### config.mk
export PLATFORM = sky130hd
export DESIGN_NAME = axi_burst_master_flat
export DESIGN_NICKNAME = d
export VERILOG_FILES = /design/src/rtl/axi_burst_master_if.sv /design/src/rtl/axi_burst_master.sv /design/src/flat_wrapper.sv
export SDC_FILE = /design/constraint.sdc
export NUM_CORES = 1
export LEC_CHECK = 0
export BUFFER_PORTS_ARGS = -buffer_cell sky130_fd_sc_hd__buf_2
export CAP_MARGIN = 15
export CORE_AREA = 5 5 121 123
export DETAILED_ROUTE_END_ITERATION = 10
export DIE_AREA = 0 0 126 128
export PLACE_DENSITY = 0.72
export SYNTH_ARGS = -nofsm -noshare
export SYNTH_HDL_FRONTEND = slang
export SYNTH_SLANG_ARGS = --single-unit
### constraint.sdc
create_clock -name clk -period 1.8 [get_ports clk]
set_input_delay 0 -clock clk [delete_from_list [all_inputs] [get_ports clk]]
set_output_delay 0 -clock clk [all_outputs]
set_load 0.02 [all_outputs]
### src/rtl/axi_burst_master_if.sv
// ---------------------------------------------------------------------------
// axi_burst_master_if
//
// Purpose: the five AXI3 channels (AW, W, B, AR, R) used between the burst
// master and an AXI slave, bundled so both sides connect through one port.
//
// Parameters:
//   ID_W  width of awid/wid/bid/arid/rid
//   DW    data width; wstrb is DW/8 bits
//
// Modports:
//   master  drives AW/W/AR payloads and valids, bready and rready
//   slave   drives awready/wready/arready and the B and R channels
// ---------------------------------------------------------------------------
interface axi_burst_master_if #(
    parameter int ID_W = 4,
    parameter int DW   = 32
);
    logic            awvalid;
    logic            awready;
    logic [ID_W-1:0] awid;
    logic [3:0]      awlen;
    logic [2:0]      awsize;
    logic [31:0]     awaddr;
    logic [1:0]      awburst;

    logic            wvalid;
    logic            wready;
    logic [ID_W-1:0] wid;
    logic [DW-1:0]   wdata;
    logic [DW/8-1:0] wstrb;
    logic            wlast;

    logic            bvalid;
    logic            bready;
    logic [ID_W-1:0] bid;
    logic [1:0]      bresp;

    logic            arvalid;
    logic            arready;
    logic [ID_W-1:0] arid;
    logic [3:0]      arlen;
    logic [2:0]      arsize;
    logic [31:0]     araddr;
    logic [1:0]      arburst;

    logic            rvalid;
    logic            rready;
    logic [ID_W-1:0] rid;
    logic [DW-1:0]   rdata;
    logic            rlast;
    logic [1:0]      rresp;

    modport master (
        output awvalid, awid, awlen, awsize, awaddr, awburst,
        input  awready,
        output wvalid, wid, wdata, wstrb, wlast,
        input  wready,
        input  bvalid, bid, bresp,
        output bready,
        output arvalid, arid, arlen, arsize, araddr, arburst,
        input  arready,
        input  rvalid, rid, rdata, rlast, rresp,
        output rready
    );

    modport slave (
        input  awvalid, awid, awlen, awsize, awaddr, awburst,
        output awready,
        input  wvalid, wid, wdata, wstrb, wlast,
        output wready,
        output bvalid, bid, bresp,
        input  bready,
        input  arvalid, arid, arlen, arsize, araddr, arburst,
        output arready,
        output rvalid, rid, rdata, rlast, rresp,
        input  rready
    );
endinterface

### src/rtl/axi_burst_master.sv
// ---------------------------------------------------------------------------
// axi_burst_master
//
// Purpose: turns one local command into a single INCR write or read burst on
// AXI3 and reports completion status. One transaction in flight at a time.
//
// Handshakes: every channel here (cmd, wr, rd, AXI) transfers a beat on a
// rising clk edge where valid and ready are both 1. A valid never depends on
// the ready of the same channel.
//
// Ports:
//   clk, resetn                  clock, asynchronous active-low reset
//   cmd_valid/cmd_ready          command handshake (ready only while idle)
//   cmd_write/addr/len/id        command fields (len = beats - 1)
//   wr_valid/wr_ready/data/strb  local write-data source
//   rd_valid/rd_ready/data/last  local read-data sink
//   done_valid                   one-cycle completion pulse
//   done_write/id/resp/err       status of the completed command
//   dbg_state                    current FSM state (0 = IDLE)
//   axi                          AXI master modport (AW, W, B, AR, R)
// ---------------------------------------------------------------------------
module axi_burst_master #(
    parameter int AXI_ID_W = 4,
    parameter int AXI_DW   = 32
) (
    input  logic                clk,
    input  logic                resetn,
    input  logic                cmd_valid,
    output logic                cmd_ready,
    input  logic                cmd_write,
    input  logic [31:0]         cmd_addr,
    input  logic [3:0]          cmd_len,
    input  logic [AXI_ID_W-1:0] cmd_id,
    input  logic                wr_valid,
    output logic                wr_ready,
    input  logic [AXI_DW-1:0]   wr_data,
    input  logic [AXI_DW/8-1:0] wr_strb,
    output logic                rd_valid,
    input  logic                rd_ready,
    output logic [AXI_DW-1:0]   rd_data,
    output logic                rd_last,
    output logic                done_valid,
    output logic                done_write,
    output logic [AXI_ID_W-1:0] done_id,
    output logic [1:0]          done_resp,
    output logic                done_err,
    output logic [2:0]          dbg_state,
    axi_burst_master_if.master  axi
);
    typedef enum logic [2:0] {
        S_IDLE  = 3'd0,
        S_WADDR = 3'd1,
        S_WDATA = 3'd2,
        S_WRESP = 3'd3,
        S_RADDR = 3'd4,
        S_RDATA = 3'd5
    } state_e;

    state_e                state_q, state_d;
    logic [31:0]           addr_q, addr_d;
    logic [3:0]            len_q, len_d;
    logic [AXI_ID_W-1:0]   id_q, id_d;
    logic [3:0]            beat_q, beat_d;
    logic [1:0]            resp_q, resp_d;
    logic                  err_q, err_d;
    logic                  awvalid_q, awvalid_d;
    logic                  arvalid_q, arvalid_d;
    logic                  cmd_ready_q, cmd_ready_d;
    logic                  done_valid_q, done_valid_d;
    logic                  done_write_q, done_write_d;
    logic [AXI_ID_W-1:0]   done_id_q, done_id_d;
    logic [1:0]            done_resp_q, done_resp_d;
    logic                  done_err_q, done_err_d;

    logic in_wdata, in_rdata, wlast, w_hs, r_hs, beat_err;
    logic [1:0] resp_max;

    // Data-phase signals are gated by state flops, so an asynchronous reset
    // drops them in the same instant it clears the state.
    assign in_wdata = (state_q == S_WDATA);
    assign in_rdata = (state_q == S_RDATA);
    assign wlast    = (beat_q == len_q);
    assign w_hs     = wr_valid & in_wdata & axi.wready;
    assign r_hs     = axi.rvalid & rd_ready & in_rdata;

    assign cmd_ready   = cmd_ready_q;
    assign axi.awvalid = awvalid_q;
    assign axi.awid    = id_q;
    assign axi.awlen   = len_q;
    assign axi.awsize  = 3'b010;
    assign axi.awaddr  = addr_q;
    assign axi.awburst = 2'b01;
    assign axi.wvalid  = wr_valid & in_wdata;
    assign axi.wid     = id_q;
    assign axi.wdata   = wr_data;
    assign axi.wstrb   = wr_strb;
    assign axi.wlast   = wlast;
    assign axi.bready  = (state_q == S_WRESP);
    assign axi.arvalid = arvalid_q;
    assign axi.arid    = id_q;
    assign axi.arlen   = len_q;
    assign axi.arsize  = 3'b010;
    assign axi.araddr  = addr_q;
    assign axi.arburst = 2'b01;
    assign axi.rready  = rd_ready & in_rdata;
    assign wr_ready    = axi.wready & in_wdata;
    assign rd_valid    = axi.rvalid & in_rdata;
    assign rd_data     = axi.rdata;
    assign rd_last     = axi.rlast;
    assign done_valid  = done_valid_q;
    assign done_write  = done_write_q;
    assign done_id     = done_id_q;
    assign done_resp   = done_resp_q;
    assign done_err    = done_err_q;
    assign dbg_state   = state_q;

    always_comb begin
        state_d      = state_q;
        addr_d       = addr_q;
        len_d        = len_q;
        id_d         = id_q;
        beat_d       = beat_q;
        resp_d       = resp_q;
        err_d        = err_q;
        awvalid_d    = awvalid_q;
        arvalid_d    = arvalid_q;
        done_valid_d = 1'b0;
        done_write_d = done_write_q;
        done_id_d    = done_id_q;
        done_resp_d  = done_resp_q;
        done_err_d   = done_err_q;
        resp_max     = (axi.rresp > resp_q) ? axi.rresp : resp_q;
        // Wrong ID, rlast before the last beat, or no rlast on the last beat.
        beat_err     = (axi.rid != id_q) || (axi.rlast && !wlast) || (!axi.rlast && wlast);

        case (state_q)
            S_IDLE: begin
                if (cmd_valid && cmd_ready_q) begin
                    addr_d = cmd_addr;
                    len_d  = cmd_len;
                    id_d   = cmd_id;
                    beat_d = 4'd0;
                    resp_d = 2'b00;
                    err_d  = 1'b0;
                    if (cmd_write) begin
                        state_d   = S_WADDR;
                        awvalid_d = 1'b1;
                    end else begin
                        state_d   = S_RADDR;
                        arvalid_d = 1'b1;
                    end
                end
            end
            S_WADDR: begin
                if (axi.awready) begin
                    awvalid_d = 1'b0;
                    state_d   = S_WDATA;
                end
            end
            S_WDATA: begin
                if (w_hs) begin
                    beat_d = beat_q + 4'd1;
                    if (wlast) state_d = S_WRESP;
                end
            end
            S_WRESP: begin
                if (axi.bvalid) begin
                    state_d      = S_IDLE;
                    done_valid_d = 1'b1;
                    done_write_d = 1'b1;
                    done_id_d    = id_q;
                    done_resp_d  = axi.bresp;
                    done_err_d   = (axi.bid != id_q);
                end
            end
            S_RADDR: begin
                if (axi.arready) begin
                    arvalid_d = 1'b0;
                    state_d   = S_RDATA;
                end
            end
            S_RDATA: begin
                if (r_hs) begin
                    beat_d = beat_q + 4'd1;
                    resp_d = resp_max;
                    err_d  = err_q | beat_err;
                    // rlast ends the burst even when it arrives early.
                    if (axi.rlast) begin
                        state_d      = S_IDLE;
                        done_valid_d = 1'b1;
                        done_write_d = 1'b0;
                        done_id_d    = id_q;
                        done_resp_d  = resp_max;
                        done_err_d   = err_q | beat_err;
                    end
                end
            end
            default: state_d = S_IDLE;
        endcase

        // Registered ready: high in every IDLE cycle, including the one
        // carrying the done pulse, so back-to-back commands are possible.
        cmd_ready_d = (state_d == S_IDLE);
    end

    always_ff @(posedge clk or negedge resetn) begin
        if (!resetn) begin
            state_q      <= S_IDLE;
            addr_q       <= '0;
            len_q        <= '0;
            id_q         <= '0;
            beat_q       <= '0;
            resp_q       <= '0;
            err_q        <= 1'b0;
            awvalid_q    <= 1'b0;
            arvalid_q    <= 1'b0;
            cmd_ready_q  <= 1'b0;
            done_valid_q <= 1'b0;
            done_write_q <= 1'b0;
            done_id_q    <= '0;
            done_resp_q  <= '0;
            done_err_q   <= 1'b0;
        end else begin
            state_q      <= state_d;
            addr_q       <= addr_d;
            len_q        <= len_d;
            id_q         <= id_d;
            beat_q       <= beat_d;
            resp_q       <= resp_d;
            err_q        <= err_d;
            awvalid_q    <= awvalid_d;
            arvalid_q    <= arvalid_d;
            cmd_ready_q  <= cmd_ready_d;
            done_valid_q <= done_valid_d;
            done_write_q <= done_write_d;
            done_id_q    <= done_id_d;
            done_resp_q  <= done_resp_d;
            done_err_q   <= done_err_d;
        end
    end
endmodule

### src/flat_wrapper.sv
// flat-port wrapper written by rule: the top's interface ports become plain ports
module axi_burst_master_flat 
#(
    parameter int AXI_ID_W = 4,
    parameter int AXI_DW   = 32
)
  (clk, resetn, cmd_valid, cmd_ready, cmd_write, cmd_addr, cmd_len, cmd_id, wr_valid, wr_ready, wr_data, wr_strb, rd_valid, rd_ready, rd_data, rd_last, done_valid, done_write, done_id, done_resp, done_err, dbg_state, axi_awvalid, axi_awid, axi_awlen, axi_awsize, axi_awaddr, axi_awburst, axi_awready, axi_wvalid, axi_wid, axi_wdata, axi_wstrb, axi_wlast, axi_wready, axi_bvalid, axi_bid, axi_bresp, axi_bready, axi_arvalid, axi_arid, axi_arlen, axi_arsize, axi_araddr, axi_arburst, axi_arready, axi_rvalid, axi_rid, axi_rdata, axi_rlast, axi_rresp, axi_rready);
  axi_burst_master_if #(.ID_W((4)), .DW((32))) axi_i ();
  input  logic clk;
  input  logic resetn;
  input  logic cmd_valid;
  output logic cmd_ready;
  input  logic cmd_write;
  input  logic [31:0] cmd_addr;
  input  logic [3:0] cmd_len;
  input  logic [AXI_ID_W-1:0] cmd_id;
  input  logic wr_valid;
  output logic wr_ready;
  input  logic [AXI_DW-1:0] wr_data;
  input  logic [AXI_DW/8-1:0] wr_strb;
  output logic rd_valid;
  input  logic rd_ready;
  output logic [AXI_DW-1:0] rd_data;
  output logic rd_last;
  output logic done_valid;
  output logic done_write;
  output logic [AXI_ID_W-1:0] done_id;
  output logic [1:0] done_resp;
  output logic done_err;
  output logic [2:0] dbg_state;
  output wire logic [$bits(axi_i.awvalid)-1:0] axi_awvalid;
  output wire logic [$bits(axi_i.awid)-1:0] axi_awid;
  output wire logic [$bits(axi_i.awlen)-1:0] axi_awlen;
  output wire logic [$bits(axi_i.awsize)-1:0] axi_awsize;
  output wire logic [$bits(axi_i.awaddr)-1:0] axi_awaddr;
  output wire logic [$bits(axi_i.awburst)-1:0] axi_awburst;
  input wire logic [$bits(axi_i.awready)-1:0] axi_awready;
  output wire logic [$bits(axi_i.wvalid)-1:0] axi_wvalid;
  output wire logic [$bits(axi_i.wid)-1:0] axi_wid;
  output wire logic [$bits(axi_i.wdata)-1:0] axi_wdata;
  output wire logic [$bits(axi_i.wstrb)-1:0] axi_wstrb;
  output wire logic [$bits(axi_i.wlast)-1:0] axi_wlast;
  input wire logic [$bits(axi_i.wready)-1:0] axi_wready;
  input wire logic [$bits(axi_i.bvalid)-1:0] axi_bvalid;
  input wire logic [$bits(axi_i.bid)-1:0] axi_bid;
  input wire logic [$bits(axi_i.bresp)-1:0] axi_bresp;
  output wire logic [$bits(axi_i.bready)-1:0] axi_bready;
  output wire logic [$bits(axi_i.arvalid)-1:0] axi_arvalid;
  output wire logic [$bits(axi_i.arid)-1:0] axi_arid;
  output wire logic [$bits(axi_i.arlen)-1:0] axi_arlen;
  output wire logic [$bits(axi_i.arsize)-1:0] axi_arsize;
  output wire logic [$bits(axi_i.araddr)-1:0] axi_araddr;
  output wire logic [$bits(axi_i.arburst)-1:0] axi_arburst;
  input wire logic [$bits(axi_i.arready)-1:0] axi_arready;
  input wire logic [$bits(axi_i.rvalid)-1:0] axi_rvalid;
  input wire logic [$bits(axi_i.rid)-1:0] axi_rid;
  input wire logic [$bits(axi_i.rdata)-1:0] axi_rdata;
  input wire logic [$bits(axi_i.rlast)-1:0] axi_rlast;
  input wire logic [$bits(axi_i.rresp)-1:0] axi_rresp;
  output wire logic [$bits(axi_i.rready)-1:0] axi_rready;
  assign axi_awvalid = axi_i.awvalid;
  assign axi_awid = axi_i.awid;
  assign axi_awlen = axi_i.awlen;
  assign axi_awsize = axi_i.awsize;
  assign axi_awaddr = axi_i.awaddr;
  assign axi_awburst = axi_i.awburst;
  assign axi_i.awready = axi_awready;
  assign axi_wvalid = axi_i.wvalid;
  assign axi_wid = axi_i.wid;
  assign axi_wdata = axi_i.wdata;
  assign axi_wstrb = axi_i.wstrb;
  assign axi_wlast = axi_i.wlast;
  assign axi_i.wready = axi_wready;
  assign axi_i.bvalid = axi_bvalid;
  assign axi_i.bid = axi_bid;
  assign axi_i.bresp = axi_bresp;
  assign axi_bready = axi_i.bready;
  assign axi_arvalid = axi_i.arvalid;
  assign axi_arid = axi_i.arid;
  assign axi_arlen = axi_i.arlen;
  assign axi_arsize = axi_i.arsize;
  assign axi_araddr = axi_i.araddr;
  assign axi_arburst = axi_i.arburst;
  assign axi_i.arready = axi_arready;
  assign axi_i.rvalid = axi_rvalid;
  assign axi_i.rid = axi_rid;
  assign axi_i.rdata = axi_rdata;
  assign axi_i.rlast = axi_rlast;
  assign axi_i.rresp = axi_rresp;
  assign axi_rready = axi_i.rready;
  axi_burst_master #(.AXI_ID_W(AXI_ID_W), .AXI_DW(AXI_DW)) u_core (.clk(clk), .resetn(resetn), .cmd_valid(cmd_valid), .cmd_ready(cmd_ready), .cmd_write(cmd_write), .cmd_addr(cmd_addr), .cmd_len(cmd_len), .cmd_id(cmd_id), .wr_valid(wr_valid), .wr_ready(wr_ready), .wr_data(wr_data), .wr_strb(wr_strb), .rd_valid(rd_valid), .rd_ready(rd_ready), .rd_data(rd_data), .rd_last(rd_last), .done_valid(done_valid), .done_write(done_write), .done_id(done_id), .done_resp(done_resp), .done_err(done_err), .dbg_state(dbg_state), .axi(axi_i));
endmodule
==> results.md <==
- VDD IR max: 0.879 mV
- Post-DRT Antenna Nets: 0
- CTS tree: built
- Post-synthesis cell type count: 50
- Die W: 126 µm
- Hold_sp: axi_rdata[22]
- DRT iter0 DRCs: 91
- Fillers: 1380
- Critical Path Sink Type: register
- Clk_lat worst skew: 0.33 ns
- Wirelength per Cell: 15.7 µm
- Vert. Die Dim: 128 µm
- Critical-path cell list: and3b_2 > and2_2 > buf_12 > mux2_1
- Gr usage total: 0.125
- Initial antenna violation count: 0
- Maximum buffer depth of the clock tree: 2
- PwrDens: 1830 mW/mm²
- Placed instance count: 583
- Critical Path Fanout Max: 39
- Setup WS post-layout: 0.0888 ns
- Setup_tns: 0 ns
- Pin count of the biggest net entering global routing: 63
- Hold EP: rd_data[22]
- Most common cell in the netlist: buf_4
- Wirelength, routed: 10200 µm
- Minimum clock period: 1.71 ns
- HP Class: primary input to output port
- Sequential Power Share: 0.296
- Max_cap viols: 0
- YS warnings: 0
- CP startpoint kind: register
- CTS Root Cell: clkbuf_16
- Reg-to-reg endpoint: u_core.axi.araddr[0]
- Syn Inst Count: 347
- Global-route wire length before repair: 15700 µm
- 1st-pass router iterations: 5
- Yosys top cell area share: 0.411
- CP Class: register to register
- # port buffers: 169
- Status: finished, final reports clean
- Reg2reg start: u_core.dbg_state[1]
- Comb power frac: 0.509
- Syn avg cell area: 10.9 µm²
- Worst reg2reg setup slack: 0.09 ns
- Async set-reset flop share out of synthesis: 1.00
- IO Count: 316
- Syn-to-layout area delta: 26.9%
- Final clock skew: 0.00902 ns
- WP data required: 2.00 ns
- Placement Setup Slack: 0.0357 ns
- Final setup fails: 0
- Layout cells sized above 1: 0.437
- LEAKAGE: 2.42 nW
- Seq/Total Area, Yosys: 0.411
- Initial Util: 0.278
- N_diodes: 0
- Hold slack final: 0.00000776 ns
- Final cell count without fillers: 647
- Synth area leaders: dfrtp_1, buf_4, mux2_1
- Switching Share: 0.448
- Arr. time, crit path: 1.91 ns
- P_int: 4.83 mW
- Post-synth EDFFs: 0
- Clock Sinks: 62
- Hold depth: 0
- Clock share of power: 0.195
- CORE AREA: 0.0136 mm²
- Most frequent cells after synthesis: buf_4, dfrtp_1, mux2_1
- RSZ-0062 raised after global routing: false
- Clk pin slew, worst setup/hold paths: 0.05 ns
- GR Overflow Total: 0
- Placer Congestion: 0.789
- Final hold viol count: 0
- Register-to-Register Path Depth: 4
- Full die area: 0.0161 mm²
- Nets: 598
- Total number of vias: 2842
- Switching pwr: 3.92 mW
- Via-to-Cell Ratio: 4.39
- Post-synth top area cell: dfrtp_1
- Critical Path Source: u_core.dbg_state[1]
- Synth Cell Area: 0.00377 mm²
- Total Power: 8.75 mW
- # DRC: 0
- H-tree Lvls: 3
- Fin. max-slew vios: 0
- Num rows: 43
- CTS Buf Count: 9
- Tcrit/Tclk final: 0.951
- Main synth FF type: dfrtp_1
- Vias in the first global route: 2982
- Seq cells post-synth: 62
- Slowest cell on crit path: dfrtp_1
- HPWL Detailed: 7360 µm
- Crit-path max cell delay: 0.44 ns
- Fmax achieved: 584 MHz
==> registers in the layout, indices dropped and copies added (netlist names), 2 cells and up <==
name / flops
u_core.done_resp: 2
u_core.axi.arlen: 4
u_core.resp_q: 2
u_core.axi.araddr: 32
u_core.dbg_state: 3
u_core.beat_q: 4
u_core.done_id: 4
u_core.axi.arid: 4
==> how the worst max path moves through the flow <==
stage | to | cells past startpoint
global route | axi_wlast | 3
finish | u_core.axi.araddr[0] | 4
detailed placement | u_core.axi.araddr[29] | 4
global placement | u_core.axi.araddr[11] | 4
floorplan | u_core.err_q | 4
CTS | u_core.axi.araddr[0] | 4
==> final cells by class <==
cell class | count | area [µm²] | area share
sequential | 62 | 1550 | 0.324
clock inverter | 6 | 62.6 | 0.0131
inverter | 8 | 30.0 | 0.00627
multi-input combinational | 153 | 1260 | 0.263
timing repair buffer | 228 | 1430 | 0.299
tap | 180 | 225 | 0.0470
clock buffer | 10 | 229 | 0.0478
==> layer usage <==
metal  global-route usage  vias to the layer above  share of wire
met2                0.218                      130           0.52
met5                    0                        -              0
met1                0.132                     1374           0.37
met4               0.0877                        0          0.047
met3               0.0304                       56          0.064
li1                     -                     1282              -
==> cells by family (layout without fill, tap and decap cells) <==
| group | Yosys count | in the layout | synth area share |
|---|---|---|---|
| simple gates | 51 | 51 | 0.0805 |
| flops | 62 | 62 | 0.411 |
| fa+ha+maj | 4 | 4 | 0.0133 |
| xor+xnor | 10 | 10 | 0.0232 |
| mux | 47 | 47 | 0.140 |
| buf+inv | 140 | 252 | 0.265 |
| compound gates | 31 | 31 | 0.0650 |
| other cells | 2 | 10 | 0.00199 |
==> what timing repair did <==
action                                 CTS  global route
gates resized for setup                  0             1
setup buffers                            0             0
endpoints found under the hold margin  109             0
setup endpoints to repair                0            38
hold buffers                            48             0
==> critical path, delay by kind of cell, from the launching register on <==
family	cells	cell delay [ns]
multiplexers	1	0.35
AND/OR/NAND/NOR	2	0.52
flip-flops	1	0.44
buffers and inverters	1	0.22
==> cells in the final DEF (no fill, tap or decap), types with 3 or more instances in the layout <==
master         count
a21o_1             4
a21oi_1            6
and2_1             4
and3_1             5
buf_2            169
buf_4              9
clkbuf_16          9
clkinv_2           3
conb_1            10
dfrtp_1           62
dlygate4sd3_1     48
ha_1               4
inv_1              8
mux2_1            43
nand2_1           12
nand2b_1           6
nand3_1            3
nor2b_1            4
xor2_1             9
==> metrics by stage <==
stage	util	cell area [µm²]
CTS	0.353	4790
detailed placement	0.296	4020
global placement	0.296	4020
finish	0.353	4790
global route	0.353	4790
floorplan	-	3810
==> power groups by stage <==
stage | registers [mW] | logic (mW) | clock network (mW)
floorplan | 3.28 | 2.89 | 0
global placement | 2.55 | 4.35 | 0
detailed placement | 2.60 | 4.41 | 0
CTS | 2.59 | 4.51 | 1.76
global route | 2.69 | 4.76 | 1.82
finish | 2.59 | 4.45 | 1.71
Note: power is estimated with default switching activity, not from simulation.
